===== src/rtl/crc32_pkg.sv =====
// Shared definitions for the CRC-32 checker: FSM encoding, CRC constants,
// delay-buffer depth and a small mask helper.
package crc32_pkg;

    typedef enum logic [2:0] {
        ST_IDLE       = 3'd0,
        ST_ACCEPT     = 3'd1,
        ST_BYTE_XOR   = 3'd2,
        ST_POLY_SHIFT = 3'd3,
        ST_CHECK      = 3'd4,
        ST_DONE       = 3'd5
    } crc_state_e;

    localparam logic [31:0] CRC32_ALL_ONES = 32'hFFFF_FFFF;
    localparam logic [31:0] CRC32_POLY_STD = 32'h04C1_1DB7;
    localparam int          BUF_DEPTH      = 4;
    localparam logic [2:0]  BUF_FULL       = 3'(BUF_DEPTH);

    // All-ones when en is set, zero otherwise (Init value / final XOR mask).
    function automatic logic [31:0] crc32_mask(input logic en);
        return en ? CRC32_ALL_ONES : 32'h0000_0000;
    endfunction

endpackage


===== src/rtl/bit_reverser.sv =====
// Purely combinational bit-order reversal: dout[i] = din[WIDTH-1-i].
module bit_reverser #(
    parameter int WIDTH = 32
) (
    input  logic [WIDTH-1:0] din,
    output logic [WIDTH-1:0] dout
);

    for (genvar i = 0; i < WIDTH; i++) begin : g_rev
        assign dout[i] = din[WIDTH-1-i];
    end

endmodule


===== src/rtl/crc32_bit_engine.sv =====
// Bit-serial CRC-32 datapath: byte fold-in, eight single-bit polynomial
// steps tracked by a 3-bit counter, and the reflected/normal polynomial mux.
module crc32_bit_engine
    import crc32_pkg::*;
(
    input  logic        clk,
    input  logic        rst_n,
    input  logic        load,
    input  logic [31:0] init_val,
    input  logic        byte_xor,
    input  logic [7:0]  data_byte,
    input  logic        shift_en,
    input  logic        refin,
    input  logic [31:0] poly,
    output logic [31:0] crc,
    output logic        shift_last
);

    logic [31:0] poly_rev_s;
    logic [31:0] poly_eff_s;
    logic [31:0] crc_r;
    logic [31:0] crc_nxt_s;
    logic [2:0]  bit_cnt_r;

    bit_reverser #(.WIDTH(32)) u_poly_rev (
        .din  (poly),
        .dout (poly_rev_s)
    );

    // Reflected mode shifts right, so it needs the bit-reversed polynomial.
    always_comb begin
        if (refin) begin
            poly_eff_s = poly_rev_s;
        end else begin
            poly_eff_s = poly;
        end
    end

    // Next CRC value for load, byte fold-in and single-bit division step.
    always_comb begin
        crc_nxt_s = crc_r;
        if (load) begin
            crc_nxt_s = init_val;
        end else if (byte_xor) begin
            if (refin) begin
                crc_nxt_s = crc_r ^ {24'h00_0000, data_byte};
            end else begin
                crc_nxt_s = crc_r ^ {data_byte, 24'h00_0000};
            end
        end else if (shift_en) begin
            if (refin) begin
                crc_nxt_s = crc_r[0] ? ((crc_r >> 1) ^ poly_eff_s) : (crc_r >> 1);
            end else begin
                crc_nxt_s = crc_r[31] ? ((crc_r << 1) ^ poly_eff_s) : (crc_r << 1);
            end
        end else begin
            crc_nxt_s = crc_r;
        end
    end

    // CRC register and bit counter (counter wraps 7 -> 0 after each byte).
    always_ff @(posedge clk) begin
        if (!rst_n) begin
            crc_r     <= 32'h0000_0000;
            bit_cnt_r <= 3'd0;
        end else begin
            crc_r <= crc_nxt_s;
            if (load) begin
                bit_cnt_r <= 3'd0;
            end else if (shift_en) begin
                bit_cnt_r <= bit_cnt_r + 3'd1;
            end
        end
    end

    assign crc        = crc_r;
    assign shift_last = shift_en & (bit_cnt_r == 3'd7);

endmodule


===== src/rtl/crc32_check.sv =====
// Receive-side CRC-32 checker. Bytes pass through a 4-deep delay buffer so
// the trailing 4 bytes (the transmitted CRC) never reach the CRC engine.
// Optional build macro CRC32_ERR_COUNT_EN adds err_clr / err_count[15:0].
module crc32_check
    import crc32_pkg::*;
(
    input  logic        clk,
    input  logic        rst_n,
    input  logic [7:0]  in_data,
    input  logic        in_valid,
    input  logic        in_last,
    output logic        in_ready,
    input  logic        RefIn,
    input  logic        Xor_out,
    input  logic        Init,
    input  logic [31:0] POLY_in,
    output logic        busy,
    output logic        done_pulse,
    output logic        crc_match,
    output logic        len_err,
    output logic [31:0] crc_calc,
    output logic [31:0] crc_rx
`ifdef CRC32_ERR_COUNT_EN
    ,
    input  logic        err_clr,
    output logic [15:0] err_count
`endif
);

    crc_state_e  state_r;
    crc_state_e  state_nxt_s;

    logic [7:0]  buf_r [0:BUF_DEPTH-1];
    logic [2:0]  count_r;
    logic [7:0]  pop_byte_r;
    logic        last_seen_r;

    logic        refin_r;
    logic        xorout_r;
    logic [31:0] poly_r;

    logic        in_ready_r;
    logic        busy_r;
    logic        done_pulse_r;
    logic        crc_match_r;
    logic        len_err_r;
    logic [31:0] crc_calc_r;
    logic [31:0] crc_rx_r;

    logic        hs_s;
    logic        first_s;
    logic        ready_nxt_s;
    logic        busy_nxt_s;
    logic        load_s;
    logic        xor_s;
    logic        shift_s;
    logic        check_s;
    logic        shift_last_s;
    logic [31:0] crc_s;
    logic [31:0] calc_s;
    logic [31:0] rx_s;
    logic        len_err_s;
    logic        match_s;

    // A handshake in IDLE or DONE starts a new frame.
    assign first_s = (state_r == ST_IDLE) || (state_r == ST_DONE);
    assign hs_s    = in_valid & in_ready_r;

    crc32_bit_engine u_engine (
        .clk        (clk),
        .rst_n      (rst_n),
        .load       (load_s),
        .init_val   (crc32_mask(Init)),
        .byte_xor   (xor_s),
        .data_byte  (pop_byte_r),
        .shift_en   (shift_s),
        .refin      (refin_r),
        .poly       (poly_r),
        .crc        (crc_s),
        .shift_last (shift_last_s)
    );

    // State register plus registered handshake/status outputs.
    always_ff @(posedge clk) begin
        if (!rst_n) begin
            state_r      <= ST_IDLE;
            in_ready_r   <= 1'b1;
            busy_r       <= 1'b0;
            done_pulse_r <= 1'b0;
        end else begin
            state_r      <= state_nxt_s;
            in_ready_r   <= ready_nxt_s;
            busy_r       <= busy_nxt_s;
            done_pulse_r <= check_s;
        end
    end

    // Next-state logic.
    always_comb begin
        state_nxt_s = state_r;
        case (state_r)
            ST_IDLE, ST_DONE: begin
                if (hs_s) begin
                    state_nxt_s = in_last ? ST_CHECK : ST_ACCEPT;
                end else begin
                    state_nxt_s = ST_IDLE;
                end
            end
            ST_ACCEPT: begin
                if (hs_s && (count_r == BUF_FULL)) begin
                    state_nxt_s = ST_BYTE_XOR;
                end else if (hs_s && in_last) begin
                    state_nxt_s = ST_CHECK;
                end else begin
                    state_nxt_s = ST_ACCEPT;
                end
            end
            ST_BYTE_XOR: begin
                state_nxt_s = ST_POLY_SHIFT;
            end
            ST_POLY_SHIFT: begin
                if (shift_last_s) begin
                    state_nxt_s = last_seen_r ? ST_CHECK : ST_ACCEPT;
                end else begin
                    state_nxt_s = ST_POLY_SHIFT;
                end
            end
            ST_CHECK: begin
                state_nxt_s = ST_DONE;
            end
            default: begin
                state_nxt_s = ST_IDLE;
            end
        endcase
    end

    // Output decode: registered ready/busy follow the next state; engine
    // strobes follow the current state.
    always_comb begin
        ready_nxt_s = 1'b0;
        busy_nxt_s  = 1'b0;
        case (state_nxt_s)
            ST_IDLE:       begin ready_nxt_s = 1'b1; busy_nxt_s = 1'b0; end
            ST_ACCEPT:     begin ready_nxt_s = 1'b1; busy_nxt_s = 1'b1; end
            ST_BYTE_XOR:   begin ready_nxt_s = 1'b0; busy_nxt_s = 1'b1; end
            ST_POLY_SHIFT: begin ready_nxt_s = 1'b0; busy_nxt_s = 1'b1; end
            ST_CHECK:      begin ready_nxt_s = 1'b0; busy_nxt_s = 1'b1; end
            ST_DONE:       begin ready_nxt_s = 1'b1; busy_nxt_s = 1'b0; end
            default:       begin ready_nxt_s = 1'b1; busy_nxt_s = 1'b0; end
        endcase
        load_s  = hs_s & first_s;
        xor_s   = (state_r == ST_BYTE_XOR);
        shift_s = (state_r == ST_POLY_SHIFT);
        check_s = (state_r == ST_CHECK);
    end

    // Result computation from the engine and the buffered trailer bytes.
    always_comb begin
        len_err_s = (count_r < BUF_FULL);
        calc_s    = crc_s ^ crc32_mask(xorout_r);
        if (refin_r) begin
            rx_s = {buf_r[3], buf_r[2], buf_r[1], buf_r[0]};
        end else begin
            rx_s = {buf_r[0], buf_r[1], buf_r[2], buf_r[3]};
        end
        match_s = (calc_s == rx_s) & ~len_err_s;
    end

    // Delay buffer, config latch and result registers.
    always_ff @(posedge clk) begin
        if (!rst_n) begin
            for (int i = 0; i < BUF_DEPTH; i++) begin
                buf_r[i] <= 8'h00;
            end
            count_r     <= 3'd0;
            pop_byte_r  <= 8'h00;
            last_seen_r <= 1'b0;
            refin_r     <= 1'b0;
            xorout_r    <= 1'b0;
            poly_r      <= 32'h0000_0000;
            crc_match_r <= 1'b0;
            len_err_r   <= 1'b0;
            crc_calc_r  <= 32'h0000_0000;
            crc_rx_r    <= 32'h0000_0000;
        end else begin
            if (hs_s) begin
                last_seen_r <= in_last;
                if (first_s) begin
                    buf_r[0]    <= in_data;
                    buf_r[1]    <= 8'h00;
                    buf_r[2]    <= 8'h00;
                    buf_r[3]    <= 8'h00;
                    count_r     <= 3'd1;
                    refin_r     <= RefIn;
                    xorout_r    <= Xor_out;
                    poly_r      <= POLY_in;
                    crc_match_r <= 1'b0;
                    len_err_r   <= 1'b0;
                    crc_calc_r  <= 32'h0000_0000;
                    crc_rx_r    <= 32'h0000_0000;
                end else if (count_r == BUF_FULL) begin
                    pop_byte_r <= buf_r[0];
                    buf_r[0]   <= buf_r[1];
                    buf_r[1]   <= buf_r[2];
                    buf_r[2]   <= buf_r[3];
                    buf_r[3]   <= in_data;
                end else begin
                    buf_r[count_r[1:0]] <= in_data;
                    count_r             <= count_r + 3'd1;
                end
            end
            if (check_s) begin
                crc_match_r <= match_s;
                len_err_r   <= len_err_s;
                crc_calc_r  <= calc_s;
                crc_rx_r    <= rx_s;
            end
        end
    end

`ifdef CRC32_ERR_COUNT_EN
    logic [15:0] err_count_r;

    // Saturating count of failed frames; err_clr takes priority.
    always_ff @(posedge clk) begin
        if (!rst_n) begin
            err_count_r <= 16'h0000;
        end else if (err_clr) begin
            err_count_r <= 16'h0000;
        end else if (check_s && !match_s && (err_count_r != 16'hFFFF)) begin
            err_count_r <= err_count_r + 16'h0001;
        end
    end

    assign err_count = err_count_r;
`endif

    assign in_ready   = in_ready_r;
    assign busy       = busy_r;
    assign done_pulse = done_pulse_r;
    assign crc_match  = crc_match_r;
    assign len_err    = len_err_r;
    assign crc_calc   = crc_calc_r;
    assign crc_rx     = crc_rx_r;

endmodule


===== config.mk =====
export PLATFORM = sky130hd
export DESIGN_NAME = crc32_check
export DESIGN_NICKNAME = d
export VERILOG_FILES = /design/src/rtl/crc32_pkg.sv /design/src/rtl/bit_reverser.sv /design/src/rtl/crc32_bit_engine.sv /design/src/rtl/crc32_check.sv
export SDC_FILE = /design/constraint.sdc
export NUM_CORES = 1
export LEC_CHECK = 0
export BUFFER_PORTS_ARGS = -buffer_cell sky130_fd_sc_hd__buf_2
export CAP_MARGIN = 20
export CORE_MARGIN = 2
export CORE_UTILIZATION = 45
export DETAILED_ROUTE_END_ITERATION = 8
export HOLD_SLACK_MARGIN = 0.06
export PLACE_DENSITY_LB_ADDON = 0.3
export SLEW_MARGIN = 10
export SYNTH_ARGS = -nofsm -noshare
export SYNTH_HDL_FRONTEND = slang
export SYNTH_SLANG_ARGS = --single-unit

===== constraint.sdc =====
create_clock -name clk -period 7.05 [get_ports clk]
set_input_delay 1.41 -clock clk [delete_from_list [all_inputs] [get_ports clk]]
set_output_delay 1.41 -clock clk [all_outputs]
set_load 0.05 [all_outputs]

==> summary.md, run 1 <==
| Metric | Value |
|---|---|
| Placed Cells | `1408` |
| Routed WL | `26000 um` |
| Final non-filler cell total | `1441` |
| Fillers | `1984` |
| Seq. cell area | `0.00403 mm2` |
| Clk_lat worst skew | `0.44 ns` |
| Critical Path Sink Type | `flip-flop` |
| DR pass1 iterations | `5` |
| XOR/XNOR share of the synthesized area | `11.9%` |
| DR vias | `8143` |
| Setup Buffers After CTS | `0` |
| Adder-Cell Fraction of Synth Area | `0.519%` |
| Initial Util | `45.8%` |
| Leading area contributor after synthesis | `dfxtp_1` |
| Clk slew on worst S/H paths | `0.07 ns` |
| DRC viols | `0` |
| Fin. max-slew vios | `0` |
| Min-Delay Path Class | `reg2reg` |
| Max-cap viol count | `0` |
| FF+latch count, synth | `185` |
| Final net count | `1204` |
| Layout cells sized above 1 | `14.8%` |
| Minimum clock period | `3.61 ns` |
| Pwr per Cell Area | `255 mW/mm2` |
| Grt total ovfl | `0` |
| Worst-margin pin slew | `1.04 ns` |
| Area growth from synthesis to layout | `12.4%` |
| Largest net degree at the start of global routing | `68` |
| Post-CTS sizing | `0` |
| IO Count | `116` |
| Maximum vdd drop | `0.000200 V` |
| Worst R2R Path Depth | `7` |
| Root buffer cell | `clkbuf_16` |
| Warnings from Yosys | `0` |
| Worst EP required | `7.40 ns` |
| FF-to-FF End | `crc_match$_SDFFE_PN0P_` |
| WHS Path Cells | `2` |
| Hold_buf cts | `0` |
| Area of the multi-input gates | `0.00518 mm2` |
| Largest family of logic cells by synthesized area | `compound AO/OA/AOI/OAI gates` |
| Die footprint | `0.0226 mm2` |
| Num Clock Sinks | `185` |
| Area of the core | `0.0210 mm2` |
| Worst setup SP type | `input pin` |
| Cells after synthesis | `1110` |
| Outcome | `finished clean` |
| Fin area | `0.0108 mm2` |
| Synthesized area | `0.00964 mm2` |
| CP max FO | `67` |
| Via/cell ratio | `5.65` |
| Leakage | `4.07 nW` |
| Synth area leaders | `dfxtp_1 32%, edfxtp_1 10%, nand2_1 7.6%, xnor2_1 7.0%, o21ai_0 6.1%` |
| DP Wirelength | `18400 um` |
| Mapped Nets | `1161` |
| FF-to-FF setup slack | `4.03 ns` |
| Hold WS | `0.447 ns` |
| Compound-gate portion of the synthesized area | `20.5%` |
| Async SR Flop Fraction | `0%` |
| Synth cell count leaders | `195 x nand2_1, 153 x dfxtp_1, 117 x o21ai_0` |
| Worst Setup EP | `crc_match$_SDFFE_PN0P_` |
| CTS buffer count | `17` |
| Final core occ | `51.5%` |
| Yosys cell types | `57` |
| H-tree Lvls | `4` |
| Routability cong. | `0.890` |
| Total number of placement rows | `53` |
| Setup Viol. Count Final | `0` |
| Initial DRC count | `732` |
| Global Route Usage Sum | `23.0%` |
| Most used DFF post-synth | `dfxtp_1` |
| Register area share after synthesis | `41.7%` |
| CTS tree | `done` |
| Max Clock Freq | `277 MHz` |
| Fin Clk Skew | `0.00743 ns` |
| Simple-gate area share of the yosys netlist | `16.1%` |
| Top cell type's share of synthesized area | `31.8%` |
| CP Class | `in2reg` |
| WP data arrival | `3.96 ns` |
| Die height | `150 um` |
| Routed len/inst | `18.0 um` |
| First-pass GRT wire length | `40300 um` |
| # port buffers | `115` |
| Max Root-Sink Buffers | `2` |
| ANT cells | `0` |
| Initial antenna violation count | `0` |
| Reg2Reg Launch Point | `state_r[2]$_SDFF_PN0_` |
| Die width | `150 um` |
| RSZ-0062 raised after global routing | `false` |
| Post-synth EDFFs | `32` |
| Critical Path Source | `rst_n` |
| Relative slew slack | `30.3%` |
| Multiplexer share of the synthesized area | `4.61%` |
| Count leader, synth | `nand2_1` |
| Via count of the first global-routing pass | `7213` |
| DP Area | `0.0102 mm2` |
| Mapped Avg Cell Area | `8.68 um2` |
| Setup TNS | `0 ns` |
| Detail Route Antenna Nets | `0` |
| Final period util | `51.2%` |
| Final Hold Fails | `0` |
==> cell families (layout without fill, tap and decap cells) <==
logic type	Yosys count	count (layout)
adder cells (fa/ha/maj)	4	4
AND/OR/NAND/NOR	327	327
multiplexers	44	44
buffers and inverters	112	168
XOR/XNOR	131	131
flip-flops	185	185
AO/OA/AOI/OAI	307	307
==> layout by cell type, fill, tap and decap left out, types with 3 or more instances in the layout <==
master	count
nand2_1	194
dfxtp_1	151
o21ai_0	117
buf_2	115
xnor2_1	77
a22o_1	57
xor2_1	54
a21oi_1	45
mux2i_1	41
nor2_1	32
edfxtp_1	32
o211ai_1	20
clkbuf_16	18
nor4bb_1	16
nor2b_1	15
a21boi_0	15
and2_1	13
buf_4	13
nand3_1	11
inv_1	8
a31oi_1	8
a21o_1	8
a22oi_1	7
nor3_1	6
nand2b_1	6
nor4_1	6
a211oi_1	5
o22ai_1	5
clkinv_2	5
nor3b_1	4
and4_1	4
ha_1	4
inv_6	4
or3_1	3
nand3b_1	3
mux2_2	3
o2111ai_1	3
==> registers in the layout, summed over array words and instances, names as in the netlist, 8 cells and up <==
register / cells
poly_r: 32
crc_rx: 32
u_engine.crc: 32
pop_byte_r: 8
crc_calc: 32
buf_r: 32
==> metal layers <==
layer	share of wire [%]	global-route usage, %
met5	0	0
met3	8.1	4.00
met1	48	35.0
met2	42	32.9
met4	2.0	7.22
==> critical path, stage by stage <==
cell      delay [ns]
buf_2           0.08
buf_4           0.40
nand2_2         0.72
a311oi_1        0.52
nand4_1         0.13
or4_1           0.41
o31ai_1         0.25
==> stage by stage <==
stage               setup slack, ns  power [mW]
floorplan                      3.86        1.67
global placement               3.03        1.82
detailed placement             2.99        1.83
CTS                            3.45        2.77
global route                   3.17        2.88
finish                         3.44        2.76
==> worst min path at each step <==
stage	from	endpoint
floorplan	u_engine.bit_cnt_r[1]$_SDFFE_PP0P_	u_engine.bit_cnt_r[1]$_SDFFE_PP0P_
global placement	crc_calc[12]$_SDFFE_PN0P_	crc_calc[12]$_SDFFE_PN0P_
detailed placement	crc_calc[12]$_SDFFE_PN0P_	crc_calc[12]$_SDFFE_PN0P_
CTS	crc_calc[12]$_SDFFE_PN0P_	crc_calc[12]$_SDFFE_PN0P_
global route	crc_calc[23]$_SDFFE_PN0P_	crc_calc[23]$_SDFFE_PN0P_
finish	crc_calc[12]$_SDFFE_PN0P_	crc_calc[12]$_SDFFE_PN0P_
==> area by class of cell <==
class	instances	share of cell area (%)
Multi-Input combinational cell	813	47.8
Timing Repair Buffer	128	6.22
Tap cell	275	3.18
Clock buffer	19	4.29
Inverter	8	0.277
Clock inverter	13	1.04
Sequential cell	185	37.2
==> power breakdown <==
| group | internal (mW) | leakage (nW) | switching [mW] |
|---|---|---|---|
| Sequential | 1.15 | 1.59 | 0.140 |
| Combinational | 0.205 | 2.18 | 0.315 |
| Clock | 0.519 | 0.290 | 0.427 |
Power figures use the tool's default switching activity.
==> run 2, diff against run 1 <==
==> constraint.sdc (replaced) <==
create_clock -name clk -period 3.08 [get_ports clk]
set_input_delay 0.616 -clock clk [delete_from_list [all_inputs] [get_ports clk]]
set_output_delay 0.616 -clock clk [all_outputs]
set_load 0.05 [all_outputs]
==> summary.md, run 2 (same netlist as run 1, synthesis figures left out) <==
| Metric | Value |
|---|---|
| Most common cell after layout, fill and taps aside | `nand2_1` |
| Total power | `6.42 mW (+130%)` |
| Fin area | `0.0110 mm2 (+1.9%)` |
| Via/cell ratio | `5.59 (-1.2%)` |
| Root buffer cell | `clkbuf_16` |
| Routed WL | `26100 um (+0.52%)` |
| Worst EP required | `3.16 ns (-4.24 ns)` |
| Die footprint | `0.0226 mm2 (unchanged)` |
| Fin. max-slew vios | `0 (unchanged)` |
| Final Hold Fails | `0 (unchanged)` |
| Setup TNS | `0 ns (unchanged)` |
| CP max FO | `9 (-87%)` |
| Layout cells sized above 1 | `16.2% (+1.4 points)` |
| DP Area | `0.0104 mm2 (+1.9%)` |
| Max-cap viol count | `0 (unchanged)` |
| Die height | `150 um (unchanged)` |
| Num Clock Sinks | `185 (unchanged)` |
| Total number of placement rows | `53 (unchanged)` |
| Outcome | `finished clean` |
| RSZ-0062 raised after global routing | `false` |
| H-tree Lvls | `4 (unchanged)` |
| Final period util | `84.9%` |
| Die width | `150 um (unchanged)` |
| CP Cell Sequence | `inv_1 -> ha_1 -> and2_1 -> nor3_1 -> nand2_1 -> nor3_1 -> buf_4 -> nand3b_1` |
| Pwr per Cell Area | `582 mW/mm2 (+130%)` |
| Global Route Usage Sum | `23.2% (+0.17 points)` |
| Clk slew on worst S/H paths | `0.07 ns (about the same)` |
| Largest net degree at the start of global routing | `67 (-1.5%)` |
| Initial antenna violation count | `0 (unchanged)` |
| Fin Clk Skew | `0.00924 ns (+0.00181 ns)` |
| Clk_lat worst skew | `0.44 ns (about the same)` |
| Area growth from synthesis to layout | `14.5%` |
| Max stage delay cell, worst path | `dfxtp_1` |
| Critical path's largest stage delay | `0.46 ns (-0.26 ns)` |
| Setup Viol. Count Final | `0 (unchanged)` |
| Final net count | `1227 (+1.9%)` |
| Routability cong. | `0.912 (+2.4%)` |
| Max Clock Freq | `382 MHz` |
| Worst setup SP type | `flip-flop` |
| Max Root-Sink Buffers | `2 (unchanged)` |
| Maximum vdd drop | `0.000383 V (+92%)` |
| Grt total ovfl | `0 (unchanged)` |
| Area of the core | `0.0210 mm2 (unchanged)` |
| DR vias | `8172 (+0.36%)` |
| Top cell by count, worst path | `nor3_1` |
| DRC viols | `0 (unchanged)` |
| CP Class | `reg2reg` |
| Initial DRC count | `848 (+16%)` |
| Worst path bufs/invs | `2 (unchanged)` |
| Min-Delay Path Class | `in2reg` |
| Worst path top cell family by delay | `simple AND/OR/NAND/NOR gates` |
| # port buffers | `115 (unchanged)` |
| DR pass1 iterations | `7 (+2)` |
| ANT cells | `0 (unchanged)` |
| CTS buffer count | `17 (unchanged)` |
| WP data arrival | `2.70 ns (-1.26 ns)` |
| IO Count | `116 (unchanged)` |
| Hold WS | `0.380 ns (-0.0672 ns)` |
| Setup Buffers After CTS | `0 (unchanged)` |
| CTS tree | `done` |
| Relative slew slack | `48.3% (+18 points)` |
| Minimum clock period | `2.62 ns` |
| Worst-margin pin slew | `0.767 ns (-0.274 ns)` |
| First-pass GRT wire length | `40400 um (+0.27%)` |
| Hold_buf cts | `0 (unchanged)` |
| Routed len/inst | `17.8 um (-0.99%)` |
| Post-CTS sizing | `0 (unchanged)` |
| DP Wirelength | `18900 um (+2.8%)` |
| Via count of the first global-routing pass | `7114 (-1.4%)` |
| Most frequent cells in the layout | `194 x nand2_1, 151 x dfxtp_1, 117 x o21ai_0, 115 x buf_2, 77 x xnor2_1` |
| Initial Util | `45.8% (unchanged)` |
| Leakage | `4.19 nW (+3.1%)` |
| Detail Route Antenna Nets | `0 (unchanged)` |
| Critical Path Sink Type | `flip-flop` |
run 2: cell types whose count changed in the layout (fill, tap and decap cells not counted), moves of 2 or more:
cell and delta:
buf_4 +20, clkinv_2 -4, buf_12 +2, clkbuf_1 +2
run 2: final cells by class:
type                       instances  area, um2
timing repair buffer             151        868
fill                            2002       9990
sequential                       185       4030
multi-input combinational        813       5180
inverter                           8       30.0
clock buffer                      20        458
clock inverter                    11        130
tap                              275        344
run 2: worst paths after layout:
check / start / slack, ns / cells after the start / endpoint
setup / recovery: count_r[1]$_SDFFE_PN0P_ / 0.46 / 8 / buf_r[2][7]$_DFFE_PP_
setup reg to reg: count_r[1]$_SDFFE_PN0P_ / 0.46 / 8 / buf_r[2][7]$_DFFE_PP_
hold / removal: POLY_in[23] / 0.38 / 2 / poly_r[23]$_SDFFE_PN0P_
hold reg to reg: crc_calc[24]$_SDFFE_PN0P_ / 0.45 / 2 / crc_calc[24]$_SDFFE_PN0P_
run 2: layer usage:
metal	track usage, %	part of all wire (%)	vias to the layer above
met5	0	0	-
met4	7.41	2.1	0
met3	4.39	8.6	41
met2	32.7	42	355
met1	35.3	47	3766
li1	-	-	4010
run 2: metrics by stage:
step | cells | utilization, % | setup slack [ns]
6_report | 1463 | 52.5 | 0.464
4_1_cts | 1462 | 52.5 | 0.489
5_1_grt | 1463 | 52.5 | 0.231
3_5_place_dp | 1431 | 49.7 | 0.536
2_1_floorplan | 1110 | - | 0.522
3_3_place_gp | 1431 | 49.7 | 0.531
run 2: worst register-to-register path: stages (launching register included):
cell and delay (ns):
dfxtp_1 0.46, inv_1 0.11, ha_1 0.24, and2_1 0.24, nor3_1 0.27, nand2_1 0.10, nor3_1 0.22, buf_4 0.23
nand3b_1 0.39
run 2: report_power, final:
part / internal (mW) / total, mW / switching [mW]
Clock: 1.25 / 2.23 / 0.973
Sequential: 2.64 / 2.94 / 0.298
Combinational: 0.506 / 1.26 / 0.754
==> run 3, diff against run 2 <==
--- a/config.mk
+++ b/config.mk
@@ -5,6 +5,7 @@
 export SDC_FILE = /design/constraint.sdc
 export NUM_CORES = 1
 export LEC_CHECK = 0
+export ABC_AREA = 1
 export BUFFER_PORTS_ARGS = -buffer_cell sky130_fd_sc_hd__buf_2
 export CAP_MARGIN = 20
 export CORE_MARGIN = 2
==> constraint.sdc (replaced) <==
create_clock -name clk -period 2.7 [get_ports clk]
set_input_delay 0.54 -clock clk [delete_from_list [all_inputs] [get_ports clk]]
set_output_delay 0.54 -clock clk [all_outputs]
set_load 0.05 [all_outputs]
==> summary.md, run 3 <==
| Metric | Value |
|---|---|
| Uppermost routed layer | `met4` |
| Worst path bufs/invs | `4 (+2)` |
| Warnings from Yosys | `0 (unchanged)` |
| CP Cell Sequence | `inv_1 -> buf_4 -> nor3_1 -> inv_1 -> nand2_2 -> nand2_1 -> inv_2 -> a21oi_1` |
| Total power | `8.05 mW (+25%)` |
| Max Clock Freq | `433 MHz (+13%)` |
| Worst EP required | `3.02 ns (-0.14 ns)` |
| Setup TNS | `0 ns (unchanged)` |
| Final non-filler cell total | `1801 (+23%)` |
| Post-CTS sizing | `0 (unchanged)` |
| Global Route Usage Sum | `26.3% (+3.1 points)` |
| Dpl ws | `0.458 ns (-0.0785 ns)` |
| Fin area | `0.0113 mm2 (+2.0%)` |
| Setup Buffers After CTS | `0 (unchanged)` |
| Via/cell ratio | `5.35 (-4.2%)` |
| Final period util | `85.5% (+0.53 points)` |
| WHS Path Cells | `3 (+1)` |
| Critical path's largest stage delay | `0.67 ns (+0.21 ns)` |
| Layout cells sized above 1 | `13.7% (-2.6 points)` |
| Mapped Avg Cell Area | `6.90 um2 (-21%)` |
| Leading area contributor after synthesis | `dfxtp_1` |
| Hold WS | `0.288 ns (-0.0912 ns)` |
| Routed len/inst | `16.9 um (-5.4%)` |
| Grt total ovfl | `0 (unchanged)` |
| Cells after synthesis | `1435 (+29%)` |
| Synthesized area | `0.00990 mm2 (+2.7%)` |
| Initial Util | `45.7% (-0.19 points)` |
| Min-Delay Path Class | `in2reg` |
| Minimum clock period | `2.31 ns (-0.308 ns)` |
| Worst-margin pin slew | `0.690 ns (-0.0775 ns)` |
| Reg2Reg Launch Point | `refin_r$_SDFFE_PN0P_` |
| Clk_lat worst skew | `0.44 ns (about the same)` |
| Max stage delay cell, worst path | `dfxtp_4` |
| Hold endpoint | `poly_r[10]$_SDFFE_PN0P_` |
| Met3 WL | `2370 um (+5.3%)` |
| Fillers | `2154 (+7.6%)` |
| Setup ws final | `0.393 ns (-0.0716 ns)` |
| Die footprint | `0.0232 mm2 (+2.7%)` |
| Routed WL | `30400 um (+16%)` |
| Die height | `152 um (+1.3%)` |
| Seq. cell area | `0.00403 mm2 (unchanged)` |
| Final Hold Fails | `0 (unchanged)` |
| Relative slew slack | `53.7% (+5.4 points)` |
| FF-to-FF setup slack | `0.39 ns (-0.07 ns)` |
| FF+latch count, synth | `185 (unchanged)` |
| Fin Clk Skew | `0.00782 ns (-0.00142 ns)` |
| Async SR Flop Fraction | `0% (unchanged)` |
| Largest net degree at the start of global routing | `53 (-21%)` |
| Pwr per Cell Area | `715 mW/mm2 (+23%)` |
| H-tree Lvls | `4 (unchanged)` |
| # port buffers | `115 (unchanged)` |
| RSZ-0062 raised after global routing | `false` |
| First-pass GRT wire length | `48400 um (+20%)` |
| Mapped Nets | `1486 (+28%)` |
| Max-cap viol count | `0 (unchanged)` |
| Fin. max-slew vios | `0 (unchanged)` |
| ANT cells | `0 (unchanged)` |
| IO Count | `116 (unchanged)` |
| Critical Path Source | `refin_r$_SDFFE_PN0P_` |
| Top cell type's share of synthesized area | `30.9% (-0.85 points)` |
| CTS buffer count | `17 (unchanged)` |
| Worst path top cell family by delay | `buffers and inverters` |
| Routability cong. | `0.951 (+4.3%)` |
| Top cell by count, worst path | `inv_1` |
| Root buffer cell | `clkbuf_16` |
| Most used DFF post-synth | `dfxtp_1` |
| Final core occ | `51.9% (-0.58 points)` |
| Area of the core | `0.0217 mm2 (+3.2%)` |
| WP data arrival | `2.63 ns (-0.07 ns)` |
| Most frequent cells in the layout | `512 x nand2_1, 151 x dfxtp_1, 135 x o21ai_0, 115 x buf_2, 112 x inv_1` |
| Die width | `152 um (+1.3%)` |
| Worst R2R Path Depth | `8 (unchanged)` |
| CP Class | `reg2reg` |
| Placed Cells | `1769 (+24%)` |
| DR vias | `9634 (+18%)` |
| Clk slew on worst S/H paths | `0.07 ns (about the same)` |
| Yosys cell types | `38 (-33%)` |
| Synth cell count leaders | `512 x nand2_1, 153 x dfxtp_1, 135 x o21ai_0` |
| M1 WL | `13800 um (+12%)` |
| DRC viols | `0 (unchanged)` |
| Post-synth EDFFs | `32 (unchanged)` |
| Max Root-Sink Buffers | `2 (unchanged)` |
| Initial antenna violation count | `0 (unchanged)` |
| Area of the multi-input gates | `0.00500 mm2 (-3.4%)` |
| Most common cell after layout, fill and taps aside | `nand2_1` |
| Worst setup SP type | `flip-flop` |
| Leakage | `5.08 nW (+21%)` |
| Final net count | `1559 (+27%)` |
| CTS tree | `done` |
| Initial DRC count | `1007 (+19%)` |
| Count leader, synth | `nand2_1` |
| Synth area leaders | `dfxtp_1 31%, nand2_1 19%, edfxtp_1 9.7%, o21ai_0 6.8%, inv_1 4.2%` |
| Metal2 WL | `13100 um (+20%)` |
| Register area share after synthesis | `40.6% (-1.1 points)` |
| Critical Path Sink Type | `flip-flop` |
| Total number of placement rows | `54 (+1.9%)` |
| Hold_buf cts | `0 (unchanged)` |
| Via count of the first global-routing pass | `8679 (+22%)` |
| Outcome | `finished clean` |
| Area growth from synthesis to layout | `13.7%` |
| Maximum vdd drop | `0.000427 V (+12%)` |
| Num Clock Sinks | `185 (unchanged)` |
| Hold path start | `POLY_in[10]` |
| DR pass1 iterations | `5 (-2)` |
| DP Area | `0.0106 mm2 (+1.6%)` |
| DP Wirelength | `22400 um (+19%)` |
| Detail Route Antenna Nets | `0 (unchanged)` |
| CP max FO | `51 (+42)` |
| FF-to-FF End | `u_engine.crc[4]$_SDFFE_PN0P_` |
| Setup Viol. Count Final | `0 (unchanged)` |
-- run 3: cell types whose count changed after synthesis, moves of 19 or more --
cell | before | now
a22o_1 | 57 | 10
mux2i_1 | 41 | 0
nor2_1 | 34 | 53
o22ai_1 | 5 | 33
nand3_1 | 11 | 71
clkbuf_1 | 78 | 21
xnor2_1 | 77 | 20
buf_2 | 9 | 44
inv_1 | 8 | 112
o21ai_1 | 1 | 28
a21oi_1 | 45 | 79
nand2_1 | 195 | 512
-- run 3: worst register-to-register path, delay by kind of cell (launching register included) --
| family | cells | cell delay (ns) |
|---|---|---|
| AOI/OAI and AO/OA | 1 | 0.09 |
| buffers and inverters | 4 | 0.79 |
| DFF | 1 | 0.67 |
| and+or+nand+nor | 3 | 0.65 |
-- run 3: area by class of cell --
type,count,share of cell area (%)
Multi-Input combinational cell,1044,44.4
Sequential cell,185,35.8
Timing Repair Buffer,136,6.73
Inverter,124,4.18
Clock buffer,20,4.16
Tap cell,280,3.11
Clock inverter,12,1.62
-- run 3: logic make-up after synthesis --
kind of cell | after synthesis | share of synthesized area, %
AOI/OAI and AO/OA | 294 | 16.0
DFF | 185 | 40.6
adders and majority gates | 4 | 0.505
buffers and inverters | 206 | 8.85
and+or+nand+nor | 680 | 28.2
xor gates and xnor gates | 66 | 5.84
-- run 3: power by group --
group | leakage [nW] | internal (mW) | switching [mW]
Clock | 0.322 | 1.65 | 1.13
Sequential | 1.59 | 3.03 | 0.326
Combinational | 3.17 | 0.587 | 1.33
Total | 5.08 | 5.27 | 2.79
-- run 3: worst max path at each step --
stage / endpoint / depth (start not counted)
finish: u_engine.crc[4]$_SDFFE_PN0P_ / 8
global placement: u_engine.crc[7]$_SDFFE_PN0P_ / 8
CTS: u_engine.crc[4]$_SDFFE_PN0P_ / 8
global route: u_engine.crc[4]$_SDFFE_PN0P_ / 8
detailed placement: u_engine.crc[7]$_SDFFE_PN0P_ / 8
floorplan: buf_r[0][0]$_DFFE_PP_ / 7
-- run 3: routing by layer --
metal | vias to the layer above | track usage [%]
met5 | - | 0
met4 | 0 | 10.9
met3 | 57 | 5.18
met2 | 378 | 39.8
met1 | 4428 | 36.9
li1 | 4771 | -
